[src/rtl/tx_frame_scheduler_pkg.sv]
// rtl/tx_frame_scheduler_pkg.sv - shared types, Ethernet constants and header helpers for the TX scheduler
package defines;

    typedef struct packed {
        logic [47:0] dst;
        logic [47:0] src;
    } address;

    localparam int ETH_HDR_BYTES   = 14;
    localparam int ETH_MIN_PAYLOAD = 46;
    localparam int ETH_MAX_PAYLOAD = 1500;

    typedef enum logic [2:0] {
        ST_IDLE,
        ST_GRANT,
        ST_LOAD,
        ST_HDR,
        ST_PAY,
        ST_IFG
    } tx_sched_state_e;

    // Header byte idx (0..13) of {dst, src, length}, most significant byte first.
    function automatic logic [7:0] hdr_byte(input address a, input logic [15:0] len,
                                            input logic [3:0] idx);
        logic [111:0] hdr;
        logic [111:0] shifted;
        hdr     = {a.dst, a.src, len};
        shifted = hdr >> (7'd104 - {idx, 3'b000});
        return shifted[7:0];
    endfunction

    function automatic logic [15:0] clamp_len(input logic [15:0] len, input int min_len,
                                              input int max_len);
        int l;
        l = {16'd0, len};
        if (l < min_len) begin
            l = min_len;
        end else if (l > max_len) begin
            l = max_len;
        end
        return l[15:0];
    endfunction

endpackage

[src/rtl/tx_frame_scheduler_rr_arbiter.sv]
// rtl/tx_frame_scheduler_rr_arbiter.sv - combinational round-robin arbiter, search starts at ptr and wraps
module rr_arbiter #(
    parameter int N  = 2,
    parameter int PW = (N > 1) ? $clog2(N) : 1
) (
    input  logic [N-1:0]  req,
    input  logic [PW-1:0] ptr,
    output logic [N-1:0]  gnt,
    output logic          valid
);

    int            idx;
    logic [PW-1:0] idx_w;

    always_comb begin
        gnt   = '0;
        valid = 1'b0;
        idx   = 0;
        idx_w = '0;
        for (int i = 0; i < N; i++) begin
            idx = int'(ptr) + i;
            if (idx >= N) begin
                idx = idx - N;
            end
            idx_w = PW'(idx);
            if (!valid && req[idx_w]) begin
                gnt[idx_w] = 1'b1;
                valid      = 1'b1;
            end
        end
    end

endmodule

[src/rtl/tx_frame_scheduler.sv]
// rtl/tx_frame_scheduler.sv - round-robin frame scheduler streaming Ethernet frames over an 8-bit stream
module tx_frame_scheduler
    import defines::*;
#(
    parameter int NUM_REQ    = 2,
    parameter int MIN_LEN    = ETH_MIN_PAYLOAD,
    parameter int MAX_LEN    = ETH_MAX_PAYLOAD,
    parameter int IFG_CYCLES = 12
) (
    input  logic                     clk,
    input  logic                     rst_n,
    input  logic [NUM_REQ-1:0]       req,
    input  address [NUM_REQ-1:0]     req_addr,
    input  logic [NUM_REQ-1:0][15:0] req_len,
    output logic [NUM_REQ-1:0]       grant,
    output logic                     address_wr,
    output address                   header_addr,
    input  address                   tx_address,
    output logic [7:0]               m_tdata,
    output logic                     m_tvalid,
    input  logic                     m_tready,
    output logic                     m_tlast,
    output logic                     busy
);

    localparam int         PW       = (NUM_REQ > 1) ? $clog2(NUM_REQ) : 1;
    localparam logic [3:0] HDR_LAST = 4'(ETH_HDR_BYTES - 1);

    tx_sched_state_e state_q, state_d;
    logic [PW-1:0]   rr_ptr_q, rr_ptr_d;
    logic [15:0]     len_q, len_d;
    logic [3:0]      hdr_cnt_q, hdr_cnt_d;
    logic [15:0]     pay_cnt_q, pay_cnt_d;
    logic [15:0]     ifg_cnt_q, ifg_cnt_d;

    logic [NUM_REQ-1:0] grant_d;
    logic               address_wr_d;
    address             header_addr_d;
    logic [7:0]         m_tdata_d;
    logic               m_tvalid_d;
    logic               m_tlast_d;

    logic [NUM_REQ-1:0] arb_gnt;
    logic               arb_valid;
    logic [PW-1:0]      win;
    logic               hs;

    rr_arbiter #(
        .N  (NUM_REQ),
        .PW (PW)
    ) u_arb (
        .req   (req),
        .ptr   (rr_ptr_q),
        .gnt   (arb_gnt),
        .valid (arb_valid)
    );

    always_comb begin
        win = '0;
        for (int i = 0; i < NUM_REQ; i++) begin
            if (arb_gnt[i]) begin
                win = PW'(i);
            end
        end
    end

    assign hs   = m_tvalid && m_tready;
    assign busy = (state_q != ST_IDLE);

    always_comb begin
        state_d       = state_q;
        rr_ptr_d      = rr_ptr_q;
        len_d         = len_q;
        hdr_cnt_d     = hdr_cnt_q;
        pay_cnt_d     = pay_cnt_q;
        ifg_cnt_d     = ifg_cnt_q;
        grant_d       = '0;
        address_wr_d  = 1'b0;
        header_addr_d = header_addr;
        m_tdata_d     = m_tdata;
        m_tvalid_d    = m_tvalid;
        m_tlast_d     = m_tlast;

        case (state_q)
            ST_IDLE: begin
                if (arb_valid) begin
                    state_d       = ST_GRANT;
                    grant_d       = arb_gnt;
                    address_wr_d  = 1'b1;
                    header_addr_d = req_addr[win];
                    len_d         = clamp_len(req_len[win], MIN_LEN, MAX_LEN);
                    rr_ptr_d      = (int'(win) == NUM_REQ - 1) ? '0 : win + 1'b1;
                end
            end
            ST_GRANT: begin
                state_d = ST_LOAD;
            end
            ST_LOAD: begin
                // tx_address now holds the pair written during GRANT.
                state_d    = ST_HDR;
                hdr_cnt_d  = '0;
                m_tvalid_d = 1'b1;
                m_tlast_d  = 1'b0;
                m_tdata_d  = hdr_byte(tx_address, len_q, 4'd0);
            end
            ST_HDR: begin
                if (hs) begin
                    if (hdr_cnt_q == HDR_LAST) begin
                        state_d   = ST_PAY;
                        pay_cnt_d = '0;
                        m_tdata_d = 8'h00;
                        m_tlast_d = (len_q == 16'd1);
                    end else begin
                        hdr_cnt_d = hdr_cnt_q + 4'd1;
                        m_tdata_d = hdr_byte(tx_address, len_q, hdr_cnt_q + 4'd1);
                    end
                end
            end
            ST_PAY: begin
                if (hs) begin
                    if (pay_cnt_q == len_q - 16'd1) begin
                        state_d    = ST_IFG;
                        ifg_cnt_d  = '0;
                        m_tvalid_d = 1'b0;
                        m_tlast_d  = 1'b0;
                        m_tdata_d  = 8'h00;
                    end else begin
                        pay_cnt_d = pay_cnt_q + 16'd1;
                        m_tdata_d = pay_cnt_d[7:0];
                        m_tlast_d = (pay_cnt_d == len_q - 16'd1);
                    end
                end
            end
            ST_IFG: begin
                // Counts clock cycles regardless of m_tready.
                if (int'(ifg_cnt_q) + 1 >= IFG_CYCLES) begin
                    state_d   = ST_IDLE;
                    ifg_cnt_d = '0;
                end else begin
                    ifg_cnt_d = ifg_cnt_q + 16'd1;
                end
            end
            default: begin
                state_d = ST_IDLE;
            end
        endcase
    end

    always_ff @(posedge clk) begin
        if (!rst_n) begin
            state_q     <= ST_IDLE;
            rr_ptr_q    <= '0;
            len_q       <= '0;
            hdr_cnt_q   <= '0;
            pay_cnt_q   <= '0;
            ifg_cnt_q   <= '0;
            grant       <= '0;
            address_wr  <= 1'b0;
            header_addr <= '0;
            m_tdata     <= 8'h00;
            m_tvalid    <= 1'b0;
            m_tlast     <= 1'b0;
        end else begin
            state_q     <= state_d;
            rr_ptr_q    <= rr_ptr_d;
            len_q       <= len_d;
            hdr_cnt_q   <= hdr_cnt_d;
            pay_cnt_q   <= pay_cnt_d;
            ifg_cnt_q   <= ifg_cnt_d;
            grant       <= grant_d;
            address_wr  <= address_wr_d;
            header_addr <= header_addr_d;
            m_tdata     <= m_tdata_d;
            m_tvalid    <= m_tvalid_d;
            m_tlast     <= m_tlast_d;
        end
    end

endmodule

[config.mk]
export PLATFORM = sky130hd
export DESIGN_NAME = tx_frame_scheduler
export DESIGN_NICKNAME = d
export VERILOG_FILES = /design/src/rtl/tx_frame_scheduler_pkg.sv /design/src/rtl/tx_frame_scheduler_rr_arbiter.sv /design/src/rtl/tx_frame_scheduler.sv
export SDC_FILE = /design/constraint.sdc
export NUM_CORES = 1
export LEC_CHECK = 0
export ABC_CLOCK_PERIOD_IN_PS = 4100
export CORE_AREA = 5 5 167 169
export DETAILED_ROUTE_END_ITERATION = 12
export DIE_AREA = 0 0 172 174
export PLACE_DENSITY = 0.83
export SLEW_MARGIN = 20
export SYNTH_ARGS = -nofsm -noshare
export SYNTH_HDL_FRONTEND = slang
export SYNTH_SLANG_ARGS = --single-unit
[constraint.sdc]
create_clock -name clk -period 4.1 [get_ports clk]
set_input_delay 1.23 -clock clk [delete_from_list [all_inputs] [get_ports clk]]
set_output_delay 1.23 -clock clk [all_outputs]
set_load 0.005 [all_outputs]
Word-level counts from Yosys, hierarchy flattened
Index checks and enable logic that the tools add are counted.
- magnitude comparators: 10
- reduce and logical (&&, ||, !) cells: 22
- bitwise gates (word level): 1
- shifts and indexed selects: 1
- add/subtract/negate cells: 10
- equal/unequal tests: 17
- multiplexer cells: 55
- operators by type and width (kind ; number):
    $mux 96 ; 2
    $mux 16 ; 11
    $shr 112x7->8 ; 1
    $pmux 16 s2 ; 2
    $add 16x1->16 const B ; 2
    $eq 16x16->1 ; 2
    $mux 8 ; 4
    $pmux 8 s3 ; 1
    $mux 1 ; 19
    $mux 3 ; 6
    $pmux 3 s6 ; 1
    $add 16x1->17 const B ; 1
    $ge 17x4->1 const B ; 1
    $eq 16x1->1 const B ; 1
    $gt 16x11->1 const B ; 1
    $lt 16x6->1 const B ; 1
    $ne 2x2->1 const B ; 8
    $sub 16x1->16 const B ; 1
    $reduce_and 3->1 ; 5
    $mux 4 ; 2
    $pmux 4 s2 ; 1
    $reduce_bool 2->1 ; 4
    $sub 7x7->7 const A ; 1
    $eq 3x2->1 const B ; 2
    other kinds (24) ; 36
- register bits: 165
- word-level logic and storage cells: 129
- output and inout bits: 110
- bits of input ports: 325

Depth between registers and ports, before layout
- depth in word-level cells: 15
- gate-level depth with buffers: 14
- depth with buffers taken out: 10

Cells and area by module
Synthesis repeated with hierarchy kept, for this count alone.
- cells, all modules: 1100
- area total of the unflattened synthesis: 9708.1 um^2
- modules (own cells, without submodules) (module ; cells each ; times used ; area each (um^2)):
    tx_frame_scheduler ; 1096 ; 1 ; 9683.0
    rr_arbiter ; 4 ; 1 ; 25.0

Least setup slack after synthesis
No wires, ideal clock.
- path kind: register -> register
- from: register hdr_cnt_q[1]
- to: register m_tdata[0]
- cell stages (with the launch flop): 15
- setup time: 0.114 ns
- clock period less this slack: 3.424 ns
- slack: 0.676 ns
- arrival time: 3.310 ns
- data required time: 3.986 ns
- path through: dfxtp_1 inv_1 ha_1 clkbuf_1 clkbuf_1 clkbuf_1 inv_1 ha_1 clkbuf_1 clkbuf_1 mux4_2 a22oi_1 a21oi_1 a21oi_1 a2111oi_0
- longest elaborated chain between the ends: 6
- RTL lines (what ; RTL line ; text):
    start, declared ; tx_frame_scheduler.sv:32 ; logic [3:0] hdr_cnt_q, hdr_cnt_d;
    start signal, assigned ; tx_frame_scheduler.sv:167 ; hdr_cnt_q <= hdr_cnt_d;
    $add 4x1->4 ; tx_frame_scheduler.sv:115 ; m_tdata_d = hdr_byte(tx_address, len_q, hdr_cnt_q + 4'd1);
    $sub 7x7->7 ; tx_frame_scheduler_pkg.sv:28 ; shifted = hdr >> (7'd104 - {idx, 3'b000});
    $shr 112x7->8 ; tx_frame_scheduler_pkg.sv:28 ;
    $mux 8 (*) ; tx_frame_scheduler.sv:108 ; if (hdr_cnt_q == HDR_LAST) begin
    $mux 8 (*) ; tx_frame_scheduler.sv:107 ; if (hs) begin
    $pmux 8 s3 (*) ; tx_frame_scheduler.sv:84 ; case (state_q)
    end signal, assigned ; tx_frame_scheduler.sv:173 ; m_tdata <= m_tdata_d;
    end, declared ; tx_frame_scheduler.sv:19 ; output logic [7:0] m_tdata,
Mark *: on every way between the ends. The rest lies on a longest branch, timed or not. The select of a mux whose other input is x is not followed.
A chain may end at the register's enable or synchronous reset.

Final worst setup path
- from: register state_q[0]
- to: output port busy
- longest elaborated chain between the ends: 1
- RTL lines (what ; RTL line ; text):
    start, declared ; tx_frame_scheduler.sv:29 ; tx_sched_state_e state_q, state_d;
    start signal, assigned ; tx_frame_scheduler.sv:164 ; state_q <= state_d;
    $reduce_bool 3->1 ; tx_frame_scheduler.sv:68 ; assign busy = (state_q != ST_IDLE);
    end, declared ; tx_frame_scheduler.sv:23 ; output logic busy
Every way passes these cells.

==> flow_metrics.py <==
metrics = {
    "run_status": {
        "status": "finished clean",
    },
    "routing": {
        "drc": 0,
        "wl_per_cell_um": 20.3,
        "wirelength_um": 39700,
        "vias_per_cell": 5.68,
        "via_count": 11100,
        "drtIter0Drc": 821,
        "antenna_left": 0,
        "firstDrtPassIters": 9,
    },
    "cells_and_area": {
        "nets": 1927,
        "layout_commonest_cell": "clkdlybuf4s50_1",
        "syn2layout_area_growth_pct": 53.3,
        "fin_area_um2": 14900,
        "layout_common_cells": "clkdlybuf4s50_1 (434), nand2_1 (258), dfxtp_1 (164)",
        "layout-drive-gt1-share": 0.0716,
        "seqCellArea_um2": 3300,
        "multi_input_comb_area_um2": 5940,
        "nFillCells": 2327,
    },
    "synthesis": {
        "synthAdderAreaFrac": 0.0103,
        "ys_types": 68,
        "synth_nets": 1559,
        "synthXorXnorAreaFrac": 0.0474,
        "synth-seq-area-share": 0.339,
        "synthMuxAreaShare": 0.0773,
        "yosysWarnings": 0,
        "async_reset_ff_frac": 0,
        "ys_seq_elements": 165,
        "synth_edf_count": 0,
        "synth_area_um2": 9740,
        "synth.avg_cell_area_um2": 7.95,
        "ys.flop_type": "dfxtp_1",
        "synth-compound-area-share": 0.214,
        "synth_top_family_by_area": "simple AND/OR/NAND/NOR gates",
        "synth_cells": 1226,
        "synthSimpleGateAreaFrac": 0.259,
    },
    "critical_path": {
        "path_cells": "nor3_1 > inv_1 > clkdlybuf4s50_1",
        "start_kind": "flip-flop",
        "startpoint": "state_q[0]$_SDFFE_PN0P_",
        "cp.arrival_ns": 2.32,
        "cp_top_family": "simple AND/OR/NAND/NOR gates",
        "timing.rr.start": "len_q[0]$_SDFFE_PN0P_",
        "path_max_fanout": 16,
        "critPathRequiredTime_ns": 2.87,
        "crit_type": "reg2out",
        "critPathBufInv": 2,
        "critPathSlowestCell": "nor3_1",
        "end_kind": "output port",
        "crit_path_max_incr_delay_ns": 0.71,
    },
    "sta": {
        "finClkSkew_ns": 0.0181,
        "worst-slew-pin-transition_ns": 0.995,
        "hold_viol_final": 0,
        "maxSlewViolCount": 0,
        "maxSlewHeadroom": 0.337,
        "fin_crit_ns": 3.55,
        "finalSetupViolations": 0,
        "fin_crit_sh": 0.866,
        "setup-tns-final_ns": 0,
        "max_freq_mhz": 282,
        "grt_setup_unrepaired": "no",
    },
    "global_routing": {
        "grt_overflow": 0,
        "grt_pass1_vias": 11000,
        "antenna_found_initial": 7,
        "track_usage": 0.251,
        "grt_start_max_net_pins": 95,
        "grt_pass1_wl_um": 59900,
    },
    "flow_run": {
        "max_cap_viol_count": 0,
    },
    "cts": {
        "holdBufCountCts": 0,
        "cts_buffers": 17,
        "cts_root_buf": "clkbuf_16",
        "h-tree-depth": 4,
        "cts_setup_buffers": 0,
        "cts.sink_count": 165,
        "clockBufferDepth": 2,
        "path_clk_slew_ns": 0.06,
        "tritoncts": "built",
        "clkLatencyLatePin_ns": 0.43,
        "cts_resized": 0,
    },
    "die": {
        "num_rows": 60,
        "die_width_um": 172,
        "core_um2": 26400,
        "initial_utilization": 0.369,
        "die_h_um": 174,
        "die_area_um2": 29900,
        "io_pins": 435,
    },
    "placement": {
        "place.gp.congestion": 0.937,
        "port-buffer-count": 434,
        "placed_cell_area_um2": 14300,
        "hpwl_um": 30500,
    },
    "worst_hold_path": {
        "worstHoldStart": "ifg_cnt_q[15]$_SDFFE_PN0P_",
        "hp-class": "reg2reg",
    },
    "power": {
        "ir_worst_vdd_v": 0.000331,
        "power.leakage_nw": 5.43,
        "finalPower_mw": 7.71,
        "power_density_nw_per_um2": 516,
    },
}
state kept, by name, indices dropped and copies added, names as in the netlist:
signal / count
state_q: 3
address_wr: 1
pay_cnt_q: 16
rr_ptr_q: 1
header_addr: 96
len_q: 16
grant: 2
hdr_cnt_q: 4
m_tvalid: 1
m_tlast: 1
m_tdata: 8
ifg_cnt_q: 16
cells by family (layout without fill, tap and decap cells):
group / Yosys count / count (layout)
xor+xnor: 48 / 48
simple gates: 565 / 565
compound gates: 270 / 270
flops: 165 / 165
other cells: 0 / 6
fa+ha+maj: 8 / 8
mux: 43 / 43
buf+inv: 127 / 507
path summary, 6_finish.rpt:
path | cells after the start | to | slack, ns
hold / removal | 1 | ifg_cnt_q[15]$_SDFFE_PN0P_ | 0.48
hold reg to reg | 1 | ifg_cnt_q[15]$_SDFFE_PN0P_ | 0.48
setup reg to reg | 10 | pay_cnt_q[12]$_SDFFE_PN0P_ | 0.56
setup / recovery | 3 | busy | 0.55
Yosys cell counts, types with 16 or more instances:
cell      instances  share of area
inv_1            17         0.0065
nor3_1           22          0.011
a211oi_1         16          0.012
xnor2_1          31          0.028
nor2_1          142          0.055
a21oi_1          36          0.018
a311oi_1        100          0.090
nand4_1          17          0.011
clkbuf_1         96          0.037
o21ai_0          25          0.013
dfxtp_1         165           0.34
mux4_2           24          0.055
nand2_1         259           0.10
and3_1           20          0.013
nand3_1          30          0.015
stage by stage:
stage | cells | worst slack, ns | hold slack (ns) | utilization
after floorplan | 1226 | 0.676 | 0.443 | -
after global placement | 1916 | 0.252 | 0.457 | 0.541
after detailed placement | 1916 | 0.208 | 0.466 | 0.541
after CTS | 1947 | 0.566 | 0.480 | 0.565
after global routing | 1953 | 0.254 | 0.499 | 0.565
final | 1953 | 0.548 | 0.479 | 0.565
layer usage:
metal,track usage,vias up,share of wire
met5,0,-,0.00028
li1,-,5209,-
met4,0.120,2,0.047
met1,0.270,5224,0.36
met3,0.0946,105,0.11
met2,0.432,554,0.49
cell type report:
type | count | share of cell area
multi-input cells | 934 | 0.398
repair buffers | 458 | 0.305
flip-flops and latches | 165 | 0.221
well taps | 341 | 0.0286
clock buffers | 17 | 0.0285
clock inverters | 14 | 0.0127
inverters | 18 | 0.00469
diodes | 6 | 0.00101
worst reg2reg max path, stage by stage, from the launching register on:
cell      delay (ns)
dfxtp_1         0.41
inv_1           0.10
ha_1            0.19
or3b_2          0.56
o31a_1          0.33
nor4_1          0.31
nor3b_1         0.09
a2111o_1        0.73
buf_4           0.32
mux2_4          0.31
a21oi_2         0.12
power by group:
part	leakage, nW	internal [mW]	switching [mW]
Sequential	1.36	2.06	0.360
Combinational	3.77	1.87	1.69
Clock	0.304	0.979	0.750
Total	5.43	4.91	2.80
Note: power is estimated with default switching activity, not from simulation.
